$ cat src/rtl/uart_framed_transmitter_pkg.sv
// Shared encodings and helpers for the uart_* blocks.
// The StBreak state exists only when UART_TX_BREAK_EN is defined.
package uart_framed_transmitter_pkg;

    localparam int unsigned UartParityNone = 0;
    localparam int unsigned UartParityOdd  = 1;
    localparam int unsigned UartParityEven = 2;

    typedef enum logic [2:0] {
        StIdle,
        StStart,
        StData,
        StParity,
        StStop
`ifdef UART_TX_BREAK_EN
        , StBreak
`endif
    } tx_state_e;

    // Width of an occupancy counter that must represent 0..n inclusive.
    function automatic int unsigned count_width(input int unsigned n);
        return $clog2(n + 1);
    endfunction

endpackage

$ cat src/rtl/uart_tx_fifo.sv
// Synchronous FIFO with occupancy count; pushes when full and pops when empty are dropped.
// Shared by the uart transmit path and intended for reuse by the receiver.
module uart_tx_fifo
    import uart_framed_transmitter_pkg::*;
#(
    parameter int unsigned Depth = 4,
    parameter int unsigned Width = 8
) (
    input  logic                            clk_i,
    input  logic                            rst_i,
    input  logic                            push_i,
    input  logic [Width-1:0]                wdata_i,
    input  logic                            pop_i,
    output logic [Width-1:0]                rdata_o,
    output logic                            full_o,
    output logic                            empty_o,
    output logic [count_width(Depth)-1:0]   count_o
);

    localparam int unsigned PtrW = (Depth > 1) ? $clog2(Depth) : 1;
    localparam int unsigned CntW = count_width(Depth);

    logic [Width-1:0] mem_q [Depth];
    logic [PtrW-1:0]  wr_ptr_q;
    logic [PtrW-1:0]  rd_ptr_q;
    logic [CntW-1:0]  count_q;
    logic             push_ok;
    logic             pop_ok;

    assign full_o  = (count_q == CntW'(Depth));
    assign empty_o = (count_q == '0);
    assign push_ok = push_i && !full_o;
    assign pop_ok  = pop_i && !empty_o;
    assign rdata_o = mem_q[rd_ptr_q];
    assign count_o = count_q;

    always_ff @(posedge clk_i) begin
        if (rst_i) begin
            wr_ptr_q <= '0;
            rd_ptr_q <= '0;
            count_q  <= '0;
        end else begin
            if (push_ok) wr_ptr_q <= wr_ptr_q + PtrW'(1);
            if (pop_ok)  rd_ptr_q <= rd_ptr_q + PtrW'(1);
            case ({push_ok, pop_ok})
                2'b10:   count_q <= count_q + CntW'(1);
                2'b01:   count_q <= count_q - CntW'(1);
                default: count_q <= count_q;
            endcase
        end
    end

    always_ff @(posedge clk_i) begin
        if (push_ok) mem_q[wr_ptr_q] <= wdata_i;
    end

endmodule

$ cat src/rtl/uart_framed_transmitter.sv
// Framed UART transmitter: FIFO-fed, configurable width/parity/stop bits, gapless frames.
// Define UART_TX_BREAK_EN to add the break_req input and the line-break state.
module uart_framed_transmitter
    import uart_framed_transmitter_pkg::*;
#(
    parameter int unsigned BAUD_RATE       = 9600,
    parameter int unsigned CLOCK_FREQUENCY = 100000000,
    parameter int unsigned DATA_BITS       = 8,
    parameter int unsigned PARITY          = 0,
    parameter int unsigned STOP_BITS       = 1,
    parameter int unsigned FIFO_DEPTH      = 4
) (
    input  logic                                 clock,
    input  logic                                 reset,
`ifdef UART_TX_BREAK_EN
    input  logic                                 break_req,
`endif
    input  logic [DATA_BITS-1:0]                 data,
    input  logic                                 valid,
    output logic                                 ready,
    output logic                                 uart,
    output logic                                 busy,
    output logic [count_width(FIFO_DEPTH)-1:0]   fifo_count
);

    localparam int unsigned DIV   = CLOCK_FREQUENCY / BAUD_RATE;
    localparam int unsigned BaudW = (DIV > 2) ? $clog2(DIV) : 1;
    localparam logic [BaudW-1:0] BaudLast = BaudW'(DIV - 1);
    localparam logic [3:0]       DataLast = 4'(DATA_BITS - 1);
    localparam logic [3:0]       StopLast = 4'(STOP_BITS - 1);

    if (DIV < 2) begin : g_bad_div
        $error("uart_framed_transmitter: CLOCK_FREQUENCY/BAUD_RATE must be >= 2");
    end
    if (DATA_BITS < 5 || DATA_BITS > 9) begin : g_bad_data_bits
        $error("uart_framed_transmitter: DATA_BITS must be 5..9");
    end
    if (PARITY > UartParityEven) begin : g_bad_parity
        $error("uart_framed_transmitter: PARITY must be 0, 1 or 2");
    end
    if (STOP_BITS < 1 || STOP_BITS > 2) begin : g_bad_stop_bits
        $error("uart_framed_transmitter: STOP_BITS must be 1 or 2");
    end
    if (FIFO_DEPTH < 2 || (FIFO_DEPTH & (FIFO_DEPTH - 1)) != 0) begin : g_bad_depth
        $error("uart_framed_transmitter: FIFO_DEPTH must be a power of 2, >= 2");
    end

    tx_state_e              state_q;
    logic [BaudW-1:0]       baud_q;
    logic [3:0]             bit_q;
    logic [DATA_BITS-1:0]   shift_q;
    logic                   par_q;
    logic                   uart_q;
`ifdef UART_TX_BREAK_EN
    logic                   mark_q;
`endif

    logic                   baud_end;
    logic                   pop;
    logic                   fifo_full;
    logic                   fifo_empty;
    logic [DATA_BITS-1:0]   fifo_rdata;

    uart_tx_fifo #(
        .Depth (FIFO_DEPTH),
        .Width (DATA_BITS)
    ) u_fifo (
        .clk_i   (clock),
        .rst_i   (reset),
        .push_i  (valid),
        .wdata_i (data),
        .pop_i   (pop),
        .rdata_o (fifo_rdata),
        .full_o  (fifo_full),
        .empty_o (fifo_empty),
        .count_o (fifo_count)
    );

    assign baud_end = (baud_q == BaudLast);
    assign ready    = !fifo_full;
    assign uart     = uart_q;
    assign busy     = (state_q != StIdle) || (fifo_count != '0);

    // A pop always coincides with the edge that starts the next start bit.
    always_comb begin
        pop = 1'b0;
        case (state_q)
            StIdle: begin
`ifdef UART_TX_BREAK_EN
                pop = !fifo_empty && !break_req;
`else
                pop = !fifo_empty;
`endif
            end
            StStop:  pop = !fifo_empty && baud_end && (bit_q == StopLast);
`ifdef UART_TX_BREAK_EN
            StBreak: pop = !fifo_empty && mark_q && baud_end;
`endif
            default: pop = 1'b0;
        endcase
    end

    always_ff @(posedge clock) begin
        if (reset) begin
            state_q <= StIdle;
            baud_q  <= '0;
            bit_q   <= '0;
            shift_q <= '0;
            par_q   <= 1'b0;
            uart_q  <= 1'b1;
`ifdef UART_TX_BREAK_EN
            mark_q  <= 1'b0;
`endif
        end else begin
            baud_q <= baud_end ? '0 : baud_q + BaudW'(1);
            case (state_q)
                StIdle: begin
                    baud_q <= '0;
`ifdef UART_TX_BREAK_EN
                    if (break_req) begin
                        state_q <= StBreak;
                        uart_q  <= 1'b0;
                        mark_q  <= 1'b0;
                    end
`endif
                end
                StStart: begin
                    if (baud_end) begin
                        state_q <= StData;
                        bit_q   <= '0;
                        uart_q  <= shift_q[0];
                        par_q   <= par_q ^ shift_q[0];
                        shift_q <= shift_q >> 1;
                    end
                end
                StData: begin
                    if (baud_end) begin
                        if (bit_q == DataLast) begin
                            bit_q <= '0;
                            if (PARITY != UartParityNone) begin
                                state_q <= StParity;
                                uart_q  <= (PARITY == UartParityOdd) ? ~par_q : par_q;
                            end else begin
                                state_q <= StStop;
                                uart_q  <= 1'b1;
                            end
                        end else begin
                            bit_q   <= bit_q + 4'd1;
                            uart_q  <= shift_q[0];
                            par_q   <= par_q ^ shift_q[0];
                            shift_q <= shift_q >> 1;
                        end
                    end
                end
                StParity: begin
                    if (baud_end) begin
                        state_q <= StStop;
                        bit_q   <= '0;
                        uart_q  <= 1'b1;
                    end
                end
                StStop: begin
                    if (baud_end) begin
                        if (bit_q == StopLast) state_q <= StIdle;
                        else                   bit_q   <= bit_q + 4'd1;
                    end
                end
`ifdef UART_TX_BREAK_EN
                StBreak: begin
                    // Hold space while requested, then one full bit period of mark.
                    if (!mark_q) begin
                        baud_q <= '0;
                        if (!break_req) begin
                            mark_q <= 1'b1;
                            uart_q <= 1'b1;
                        end
                    end else if (baud_end) begin
                        mark_q  <= 1'b0;
                        state_q <= StIdle;
                    end
                end
`endif
                default: state_q <= StIdle;
            endcase

            if (pop) begin
                state_q <= StStart;
                uart_q  <= 1'b0;
                shift_q <= fifo_rdata;
                par_q   <= 1'b0;
                baud_q  <= '0;
                bit_q   <= '0;
            end
        end
    end

endmodule
$ cat config.mk
export PLATFORM = sky130hd
export DESIGN_NAME = uart_framed_transmitter
export DESIGN_NICKNAME = d
export VERILOG_FILES = /design/src/rtl/uart_framed_transmitter_pkg.sv /design/src/rtl/uart_tx_fifo.sv /design/src/rtl/uart_framed_transmitter.sv
export SDC_FILE = /design/constraint.sdc
export NUM_CORES = 1
export LEC_CHECK = 0
export ABC_AREA = 1
export CAP_MARGIN = 20
export CORE_ASPECT_RATIO = 0.75
export CORE_MARGIN = 2
export CORE_UTILIZATION = 40
export CTS_CLUSTER_SIZE = 14
export DETAILED_ROUTE_END_ITERATION = 7
export GPL_ROUTABILITY_DRIVEN = 0
export MAX_ROUTING_LAYER = met4
export SLEW_MARGIN = 15
export SYNTH_ARGS = -nofsm -noshare
export SYNTH_HDL_FRONTEND = slang
export SYNTH_SLANG_ARGS = --single-unit
$ cat constraint.sdc
create_clock -name clock -period 3.2 [get_ports clock]
set_input_delay 0.48 -clock clock [delete_from_list [all_inputs] [get_ports clock]]
set_output_delay 0.48 -clock clock [all_outputs]
set_load 0.02 [all_outputs]
After elaboration in Yosys (flattened, before gate mapping)
Memories as Yosys holds them, arrays and structs flattened. A register that Yosys moved wholly into a read port is not among the register bits.
Index checks and enable logic that the tools add are counted.
- memories kept: 1
- memory bits (writable): 32
- logic and storage cells: 97
- register bits after elaboration: 37
- eq/ne operators: 25
- reductions and logical operators: 24
- bitwise gates (word level): 1
- multiplexer cells: 31
- $add $sub $neg: 6
- memories (name ; words ; bits a word ; rd ports ; clocked after Yosys merged registers in ; write ports ; RTL line ; source):
    u_fifo.mem_q ; 4 ; 8 ; 1 ; 1 ; 1 ; uart_tx_fifo.sv:23 ; logic [Width-1:0] mem_q [Depth];
- operators with widths (cell ; count):
    8-bit 2-to-1 mux ; 4
    3-bit by 2-bit inequality test with 1-bit output (second input constant) ; 7
    4-bit 2-to-1 mux ; 5
    3-bit 2-to-1 mux ; 6
    8-bit one-hot mux with 2 select lines ; 1
    3-bit one-hot mux with 5 select lines ; 1
    14-bit by 1-bit adder with 14-bit output (second input constant) ; 1
    14-bit == test (second input constant) ; 1
    2-bit inequality test (second input constant) ; 7
    7-bit AND reduction ; 2
    4-bit one-hot mux with 3 select lines ; 1
    3-bit nonzero test ; 4
    1-bit 2-to-1 mux ; 8
    4-bit AND reduction ; 2
    3-bit by 2-bit == test with 1-bit output (second input constant) ; 2
    3-bit == test (second input constant) ; 2
    3-bit logical NOT ; 2
    3-bit one-hot mux with 2 select lines ; 1
    5-bit AND reduction ; 1
    2-bit by 1-bit adder with 2-bit output (second input constant) ; 2
    4-bit by 1-bit adder with 4-bit output (second input constant) ; 1
    4-bit by 3-bit == test with 1-bit output (second input constant) ; 1
    1-bit logical AND ; 4
    4-bit logical NOT ; 1
    16 further kinds ; 20

Logic depth before layout (Yosys ltp)
Gate-level depths: netlist of the first run.
- depth in word-level cells: 8
- depth in mapped cells: 14
- depth with buffers taken out: 13

Cells and area by module
A second synthesis of the first run with hierarchy kept.
- cell total of the unflattened synthesis: 399
- area total of the unflattened synthesis: 3492.1 µm²
- modules (own cells, without submodules) (module ; seq. area each (µm²) ; area each (µm²) ; times used ; cells an instance):
    uart_framed_transmitter ; 600.6 ; 1800.5 ; 1 ; 253
    uart_tx_fifo ; 1141.1 ; 1691.6 ; 1 ; 146

Least setup slack after synthesis of the first run
OpenSTA, ideal clock, no wires.
- path type: register to register
- start: reg baud_q[0]
- end: reg u_fifo.count_q[2] (netlist: u_fifo.count_o[2])
- stages on the path, launching flop included: 14
- required time: 3.078 ns
- library setup time: 0.122 ns
- path buffers: 1
- data arrival time: 2.165 ns
- setup slack: 0.913 ns
- cell sequence: dfxtp_1 -> ha_1 -> nand3_2 -> nor2_4 -> nand3_4 -> a21boi_4 -> buf_6 -> ha_1 -> inv_1 -> fa_1 -> a21oi_1 -> o21ai_0 -> o21ai_0 -> a21oi_1
- longest elaborated chain between the ends: 7
- elaborated cells between the ends (all ways): 9
- RTL lines (element ; RTL line ; source):
    start: declaration ; uart_framed_transmitter.sv:49 ; logic [BaudW-1:0] baud_q;
    start signal: assignment ; uart_framed_transmitter.sv:115 ; baud_q <= baud_end ? '0 : baud_q + BaudW'(1);
    14-bit == test * ; uart_framed_transmitter.sv:79 ; assign baud_end = (baud_q == BaudLast);
    1-bit logical AND * (2 in series) ; uart_framed_transmitter.sv:95 ; StStop: pop = !fifo_empty && baud_end && (bit_q == StopLast);
    1-bit one-hot mux with 2 select lines * ; uart_framed_transmitter.sv:87 ; case (state_q)
    1-bit logical AND * ; uart_tx_fifo.sv:33 ; assign pop_ok = pop_i && !empty_o;
    named net u_fifo.pop_ok ; uart_tx_fifo.sv:28 ; logic pop_ok;
    2-bit by 1-bit == test with 1-bit output / 2-bit == test (equally long branches) ; uart_tx_fifo.sv:45 ; case ({push_ok, pop_ok})
    3-bit one-hot mux with 2 select lines / 2-bit nonzero test (equally long branches) ; - ;
    end signal: assignment ; uart_tx_fifo.sv:46 ; 2'b10: count_q <= count_q + CntW'(1);
    end signal: assignment ; uart_tx_fifo.sv:47 ; 2'b01: count_q <= count_q - CntW'(1);
    end signal: assignment ; uart_tx_fifo.sv:48 ; default: count_q <= count_q;
    end: declaration ; uart_tx_fifo.sv:26 ; logic [CntW-1:0] count_q;
The timed path passes the listed nets; every way through them passes the cells marked *.
A chain may end at the register's enable or synchronous reset.

Final worst setup path of the first run
- start: reg baud_q[0]
- end: reg u_fifo.count_q[2] (netlist: u_fifo.count_o[2])
- longest elaborated chain between the ends: 7
- elaborated cells between the ends (all ways): 9
- RTL lines (element ; RTL line):
    14-bit == test * ; uart_framed_transmitter.sv:79
    1-bit logical AND * (2 in series) ; uart_framed_transmitter.sv:95
    1-bit one-hot mux with 2 select lines * ; uart_framed_transmitter.sv:87
    1-bit logical AND * ; uart_tx_fifo.sv:33
    2-bit by 1-bit == test with 1-bit output / 2-bit == test (equally long branches) ; uart_tx_fifo.sv:45
    3-bit one-hot mux with 2 select lines / 2-bit nonzero test (equally long branches) ; -
Every way passes the cells marked *; elsewhere a longest branch is shown, timed or not.

==> results by stage, run 1 <==
Floorplanning:
- The floorplan step set the die height to 83.4 um.
- The area of the core is 8020 um2.
- The initialized floorplan defines 28 standard-cell rows.
- For this configuration, the core starts out at a cell density of 41.9%.
- The overall die area is 9150 um2.
- 17 I/O pins were placed.
- Measured along the x axis, the die boundary spans approximately 110 um.

Cells and area:
- The final instance area is 3800 um2.
- In the final layout, the share of cells above drive strength 1 is between 10% and 20%.
- The area overhead of the layout relative to synthesis is 13.0%.
- After filler insertion, the fill cell instance count of the layout stands at 765.
- The antenna diode count is 0.
- In the final design database the tool counted approximately 430 nets.
- Leaving out fill and tap cells, the most frequent cell in the layout is nand2_1.
- After the flow finishes, the layout carries non-filler instances totaling 524.
- In the layout the commonest cells are 66 x nand2_1, 51 x nor2_1, 48 x inv_1.

Critical path:
- The worst register-to-register path begins at baud_q[0]$_SDFF_PP0_.
- The worst register-to-register path has a depth of 12.
- In this run the number of cells on the critical path is 12.
- The worst setup path is captured at a flip-flop.
- The largest single stage delay on the critical path is 0.37 ns.
- Traced cell by cell, the critical path runs through ha_1 -> nand3_2 -> nor2_4 -> nand3_4 -> a21boi_4 -> ha_1 -> inv_1 -> fa_1 -> a21oi_1 -> o21ai_0 -> o21ai_0 -> a21oi_1.
- The launching instance or port of the critical path is baud_q[0]$_SDFF_PP0_.
- The maximum fanout along the worst path is 12.
- The endpoint required time on the critical path is 3.44 ns.
- The type of the worst setup path is flip-flop to flip-flop.
- The number of buffers and inverters on the critical path is 1.
- The critical path's top delay family is adder cells.
- The sort of element at the start of the critical path is a flip-flop.
- The worst register-to-register path has a setup slack of 0.69 ns.
- For this design, the slowest cell found on the critical path is fa_1.
- The arrival time of the worst setup path is 2.75 ns.

Yosys:
- Counting every instance in the synthesized netlist gives a little under 400.
- The synthesized netlist occupies a cell area of 3360 um2.
- Synthesis inferred 71 register bits.
- The synthesized design spends more area on one cell type than any other, namely edfxtp_1.
- Synthesis instantiated 33 different standard cells from the library.
- In this run the biggest area consumer among cell types represents 28.6% of the synthesized area.
- The net count after synthesis is 411.
- The number of warnings reported in the yosys synthesis log is 0.
- The mean instance size in the synthesized netlist is 8.59 um2.
- For this run, the register share of the synthesized area comes to 51.9%.
- Sorting the synthesized cells by area gives the leading types as edfxtp_1 29%, dfxtp_1 23%, nand2_1 7.4%.

Placed design:
- The number of placed instances with taps included is 508.
- The post-place instance area is 3620 um2.
- Summed over all nets, the half-perimeter wirelength after detailed placement is approximately 4500 um.
- During placement, the flow inserted port buffers numbering 16.

Timing:
- On the final layout, the worst clock skew is slightly above 0.01 ns.
- The clock period minus worst slack is 2.51 ns.
- Measured against its own limit, the worst slew margin works out to around half.
- At the pin with the least slew margin, the transition time is between 0.7 and 0.8 ns.
- Setup violations remaining at the end of the flow were counted as 0.
- Setup repair after global routing left no endpoint under its margin.
- The final number of hold-violating endpoints is 0.
- The final-report max-slew violation count was 0.
- Derived from the worst setup path, the maximum achievable clock frequency is 399 MHz.
- The setup TNS is 0 ns.
- The final cycle utilization of the critical path is 78.4%.

Global routing:
- The met2 usage in global routing is between 20% and 30%.
- The first global-routing pass estimated about 11000 um of wire.
- The number of antenna violations at the first check in global routing is 0.
- The met1 usage is 21.9%.
- The overall routing resource usage is ~15%.
- Summed over all layers, the global routing overflow is 0.
- The most heavily used metal layer in global routing is met1.
- Entering global routing, the biggest net connects 21 pins.
- The via count of the first global-routing pass is 2261.
- Global routing consumed, on the met3 layer, 4.40% of the routing resources.

Pwr:
- The leakage power total is 1.45 nW.
- The maximum VDD drop is slightly below 300 uV.
- The net switching fraction of the power is 39.0%.
- The fraction of power consumed by sequential logic is 40.1%.
- Power comes to 2.87 mW.
- In this run, the clock network consumes 22.5% of the power.
- In this run the power density over the cells is 755 nW/um2.
- The net switching power figure is between 1 and 1.5 mW.
- Cell internal power was estimated by the tool at 1.75 mW.
- The share of total power in combinational logic is between 30% and 40%.

Route:
- The total DRC errors in the routed layout is 0.
- The number of detailed-route iterations in the first pass is 4.
- The final layout contains routed wiring with a total length of 6240 um.
- In this run, the number of DRC markers left after iteration 0 of detailed routing was 110.
- The average detailed-routed wire length per instance is 11.9 um.
- The via density per instance is 4.81.
- The routed layout has 2519 vias.
- The count of nets left with antenna violations once routing finished came out at 0.

Clocking:
- The quantity of gates resized following cts is 0.
- The TritonCTS buffer count is 9.
- After clock tree synthesis, the flow added hold-fix buffers numbering 0.
- The clock passes through at most 2 buffers.
- The clock root buffer is clkbuf_8.
- The clock tree from TritonCTS is built.
- CTS built an H-tree with a depth of 3.
- The tree built by TritonCTS fans out to 71 sinks.
- Clock latency on the worst-skew pair, taken at its later pin, is about 0.35 ns.
- The clock input transition at the sequential cells of the worst setup and hold paths is 0.08 ns.
- The post-CTS repair timing setup buffer count is 0.

Run status:
- The run finished with clean final reports.

Worst hold path:
- The worst hold path begins at baud_q[0]$_SDFF_PP0_.
- In this run the worst hold path is classified as flip-flop to flip-flop.
- The worst hold path stage count is 1.

Flow run:
- Max-cap violations in this run came to 0.
-- cell usage after synthesis --
cell,number
edfxtp_1,32
nand2_1,66
nand3b_1,3
nand4_1,3
xor2_1,3
inv_2,3
fa_1,1
nand3_2,2
o211ai_1,3
nand2_2,6
a21oi_1,20
o21ai_1,2
buf_6,3
o21a_1,1
nand3_1,25
o21ai_0,31
clkbuf_1,1
buf_2,2
clkinv_1,3
nand2_4,1
nor2_1,51
inv_1,48
nor2_2,8
o22ai_1,8
a211oi_1,1
ha_1,8
dfxtp_1,39
nor3_1,8
nor3b_1,2
nor4_1,1
nand3_4,1
a21boi_4,1
nor2_4,4
-- through the flow --
| step | hold WS [ns] | setup slack (ns) | util (%) |
|---|---|---|---|
| final | 0.455 | 0.692 | 47.3 |
| after global routing | 0.500 | 0.399 | 47.3 |
| after CTS | 0.455 | 0.701 | 47.3 |
| after detailed placement | 0.444 | 0.713 | 45.1 |
| after global placement | 0.431 | 0.744 | 45.1 |
| after floorplan | 0.418 | 0.913 | - |
-- final timing paths --
check	end
hold / removal	baud_q[0]$_SDFF_PP0_
setup / recovery	u_fifo.count_o[2]$_SDFFE_PP0P_
hold reg to reg	baud_q[0]$_SDFF_PP0_
setup reg to reg	u_fifo.count_o[2]$_SDFFE_PP0P_
-- logic make-up after synthesis --
logic type	count (synthesis)	synth area share, %
XOR/XNOR	3	0.783
AO/OA/AOI/OAI	67	11.1
AND/OR/NAND/NOR	181	25.3
adder cells (fa/ha/maj)	9	3.58
flip-flops	71	51.9
buffers and inverters	60	7.45
-- power groups by stage --
| stage | logic [mW] | registers (mW) | clock network, mW |
|---|---|---|---|
| finish | 1.07 | 1.15 | 0.644 |
| floorplan | 0.864 | 1.17 | 0 |
| CTS | 1.08 | 1.15 | 0.660 |
| detailed placement | 1.07 | 1.17 | 0 |
| global placement | 1.07 | 1.17 | 0 |
| global route | 1.24 | 1.17 | 0.697 |
-- state kept, by name (all words and copies together), names as in the netlist, named ones only --
| signal | flops |
|---|---|
| baud_q | 14 |
| bit_q | 4 |
| shift_q | 8 |
| state_q | 3 |
| u_fifo.count_o | 3 |
| u_fifo.mem_q | 32 |
| u_fifo.rd_ptr_q | 2 |
| u_fifo.wr_ptr_q | 2 |
| uart | 1 |
-- worst reg2reg max path: cells and delay by family, from the launching register on --
kind,cells,cell delay (ns)
DFF,1,0.36
and+or+nand+nor,3,0.42
buffers and inverters,1,0.06
adders and majority gates,3,0.78
AOI/OAI and AO/OA,5,0.78
-- per-layer routing --
metal	part of all wire [%]	wire, um	up-vias
met1	53	3290	1132
met4	1.4	87	0
met5	0	0	-
li1	-	-	1340
met2	42	2600	38
met3	4.0	251	9
-- layout make-up --
type	instances	area [um2]	area share, %
tap	105	131	3.46
clock buffer	9	124	3.26
timing repair buffer	18	175	4.61
multi-input combinational	260	1370	36.0
inverter	54	203	5.34
sequential	71	1740	45.9
clock inverter	7	55.1	1.45
Note: power is estimated with default switching activity, not from simulation.
==> run 2: changes to the inputs <==
Clock period 3.2 ns to 2.4 ns, I/O delays scaled along.
==> results by stage, run 2 (synthesized netlist as in run 1, its figures left out) <==
Pwr:
- The overall power of the completed layout is 3.99 mW (+39%).
- The maximum VDD drop is 479 uV (+63%).
- The leakage power total was 1.50 nW (+3.6%).
- The cell area power density is 1030 nW/um2 (+36%).

Clocking:
- The CTS H-tree depth came to 3 (unchanged).
- The maximum count of clock buffers along a single path came to 2 (unchanged).
- The number of clock sinks seen by CTS was 71 (unchanged).
- The clock input transition at the sequential cells of the worst setup and hold paths is 0.08 ns (about the same).
- The TritonCTS buffer count is 9 (unchanged).
- The clock tree from TritonCTS is built.
- The tree is rooted in a clkbuf_8.
- The post-CTS repair timing setup buffer count came to 0 (unchanged).
- The count of hold buffers inserted by post-cts repair is 0 (unchanged).
- The clock latency on the worst-skew pair is 0.36 ns (about the same).

Placed design:
- The number of placed instances with taps included was 516 (+1.6%).
- The total half-perimeter wirelength after legalization and detailed placement is 4700 um (+3.8%).
- The post-place instance area came to 3680 um2 (+1.7%).
- The number of buffer cells added on primary ports is 16 (unchanged).
- The pre-CTS worst setup slack is 0.150 ns (-0.563 ns).

Run status:
- The flow ran to the end, and the final reports show no timing, DRC or antenna violations.

Critical path:
- In this run the critical register-to-register path is captured at u_fifo.count_o[2]$_SDFFE_PP0P_.
- The endpoint required time on the critical path was 2.65 ns (-0.79 ns).
- The startpoint of the lowest-slack register-to-register path is bit_q[0]$_SDFFE_PP0P_.
- The maximum fanout along the worst path was 3 (-9).
- The type of the worst setup path is flip-flop to flip-flop.
- The sort of element at the start of the critical path is a flip-flop.
- The depth of the most critical reg-to-reg path is 13 (+1).
- STA classifies the critical path endpoint as a flip-flop.
- The register-to-register setup slack is 0.12 ns (-0.57 ns).
- The arrival time of the worst setup path is 2.53 ns (-0.22 ns).

Cells and area:
- The end-of-flow core utilization is 48.4% (+1.1 points).
- The total number of nets in the final design was 442 (+1.8%).
- The number of non-filler instances in the completed layout is 532 (+1.5%).
- The library cell used most frequently in the layout, excluding fill and tap cells, is nand2_1.
- The largest registers in the layout are u_fifo.mem_q: 32 flops, baud_q: 14 flops, shift_q: 8 flops.
- The antenna diode count came to 0 (unchanged).
- u_fifo.mem_q holds more flip-flops than any other register.
- The proportion of layout cells with a drive suffix above 1 came to 12.2% (+1.7 points).
- The final instance area was 3880 um2 (+2.3%).
- The top cell types in the final layout, fill and taps aside, are 66 x nand2_1, 51 x nor2_1, 48 x inv_1.
- The area growth from synthesis to layout is 15.7%.
- The number of fillers in the final layout is 770 (+0.65%).
- The number of flip-flops in the largest register is 32 (unchanged).
- The area occupied by multi-input gates is 1370 um2 (+0.18%).
- The register area is 1740 um2 (unchanged).

Floorplanning:
- The x dimension of the die is 110 um (unchanged).
- The area of the core is 8020 um2 (unchanged).
- The number of standard-cell rows in the floorplan is 28 (unchanged).
- The initial core utilization is 41.9% (unchanged).
- The top-level I/O count is 17 (unchanged).
- The vertical die dimension is 83.4 um (unchanged).
- The overall die area is 9150 um2 (unchanged).

Timing:
- Setup repair after global routing left no endpoint under its margin.
- The final number of hold-violating endpoints is 0 (unchanged).
- The clock period minus worst slack is 2.28 ns (-0.228 ns).
- The smallest hold slack is 0.470 ns (+0.0147 ns).
- The final cycle utilization of the critical path is 95.0% (+17 points).
- The worst slew slack as a fraction of its limit is 55.4% (+6.1 points).
- The final-report max-slew violation count is 0 (unchanged).
- The fmax is 439 MHz (+10%).
- The setup TNS came to 0 ns (unchanged).
- The clock tree skew after final layout was 0.0122 ns (+0.00212 ns).
- The pin slew with the least headroom to its limit is 0.667 ns (-0.0904 ns).
- The setup slack after layout is 0.121 ns (-0.572 ns).
- The number of setup violations in the final report is 0 (unchanged).

Global routing:
- The most heavily used metal layer in global routing is met1.
- The final global-route overflow total is 0 (unchanged).
- The via count of the first global-routing pass is 2263 (+0.088%).
- The number of antenna violations at the first check in global routing is 0 (unchanged).
- The pin count of the biggest net entering global routing is 21 (unchanged).
- The global-route wire length before repair is 11000 um (+2.9%).
- The met2 usage in global routing is 21.4% (+0.73 points).
- The met3 capacity usage during global routing is 5.18% (+0.78 points).
- The met1 usage is 22.7% (+0.75 points).
- The overall routing resource usage is 16.1% (+0.77 points).

Worst hold path:
- The worst hold path stage count is 1 (unchanged).
- The startpoint identified for the worst hold timing path is baud_q[0]$_SDFF_PP0_.
- The terminating pin of the worst hold path is baud_q[0]$_SDFF_PP0_.
- The class of the tightest hold or removal check is flip-flop to flip-flop.

Route:
- The via density per instance came to 4.82 (+0.18%).
- The number of detailed-route iterations in the first pass came to 4 (unchanged).
- The final antenna-violating net count came to 0 (unchanged).
- The DRC violation total after the first TritonRoute iteration was 149 (+35%).
- The total DRC errors in the routed layout came to 0 (unchanged).
- The final routed wirelength across all metal layers is 6540 um (+4.8%).
- The average detailed-routed wire length per instance came to 12.3 um (+3.2%).
- The routed via count is 2562 (+1.7%).

Flow run:
- The number of maximum-capacitance violations was 0 (unchanged).
-- run 2: report_power, final --
group	internal [mW]	total, mW	switching (mW)
registers	1.43	1.52	0.0913
clock network	0.513	0.981	0.467
logic	0.550	1.49	0.939
-- run 2: layout make-up --
cell class	count	share of cell area [%]
Clock buffer	10	3.54
Clock inverter	6	1.74
Inverter	54	5.22
Multi-Input combinational cell	260	35.2
Sequential cell	71	44.8
Tap cell	105	3.38
Timing Repair Buffer	26	6.05
-- run 2: worst max path at each step --
stage | startpoint | end | cells past startpoint
floorplan | baud_q[0]$_SDFF_PP0_ | u_fifo.count_o[2]$_SDFFE_PP0P_ | 13
global placement | bit_q[0]$_SDFFE_PP0P_ | u_fifo.count_o[2]$_SDFFE_PP0P_ | 13
detailed placement | bit_q[0]$_SDFFE_PP0P_ | u_fifo.count_o[2]$_SDFFE_PP0P_ | 13
CTS | bit_q[0]$_SDFFE_PP0P_ | u_fifo.count_o[2]$_SDFFE_PP0P_ | 13
global route | bit_q[0]$_SDFFE_PP0P_ | u_fifo.count_o[2]$_SDFFE_PP0P_ | 13
finish | bit_q[0]$_SDFFE_PP0P_ | u_fifo.count_o[2]$_SDFFE_PP0P_ | 13
-- run 2: worst max-delay path, cell delays in order, from the launching register on --
cell and delay (ns):
dfxtp_1 0.33, inv_1 0.10, ha_1 0.18, nand2_1 0.12
nor2_4 0.15, nand3_4 0.10, a21boi_4 0.15, ha_1 0.16
inv_1 0.06, fa_1 0.37, a21oi_1 0.14, o21ai_0 0.11
o21ai_0 0.15, a21oi_1 0.05
-- run 2: metal layers --
| layer | vias to the layer above | wire length (um) |
|---|---|---|
| met4 | 0 | 89 |
| met3 | 8 | 254 |
| li1 | 1351 | - |
| met2 | 39 | 2810 |
| met1 | 1164 | 3380 |
| met5 | - | 0 |
-- run 2: what timing repair did --
action	CTS	global route
setup endpoints to repair	0	1
resized for setup	0	1
hold endpoints to repair	0	0
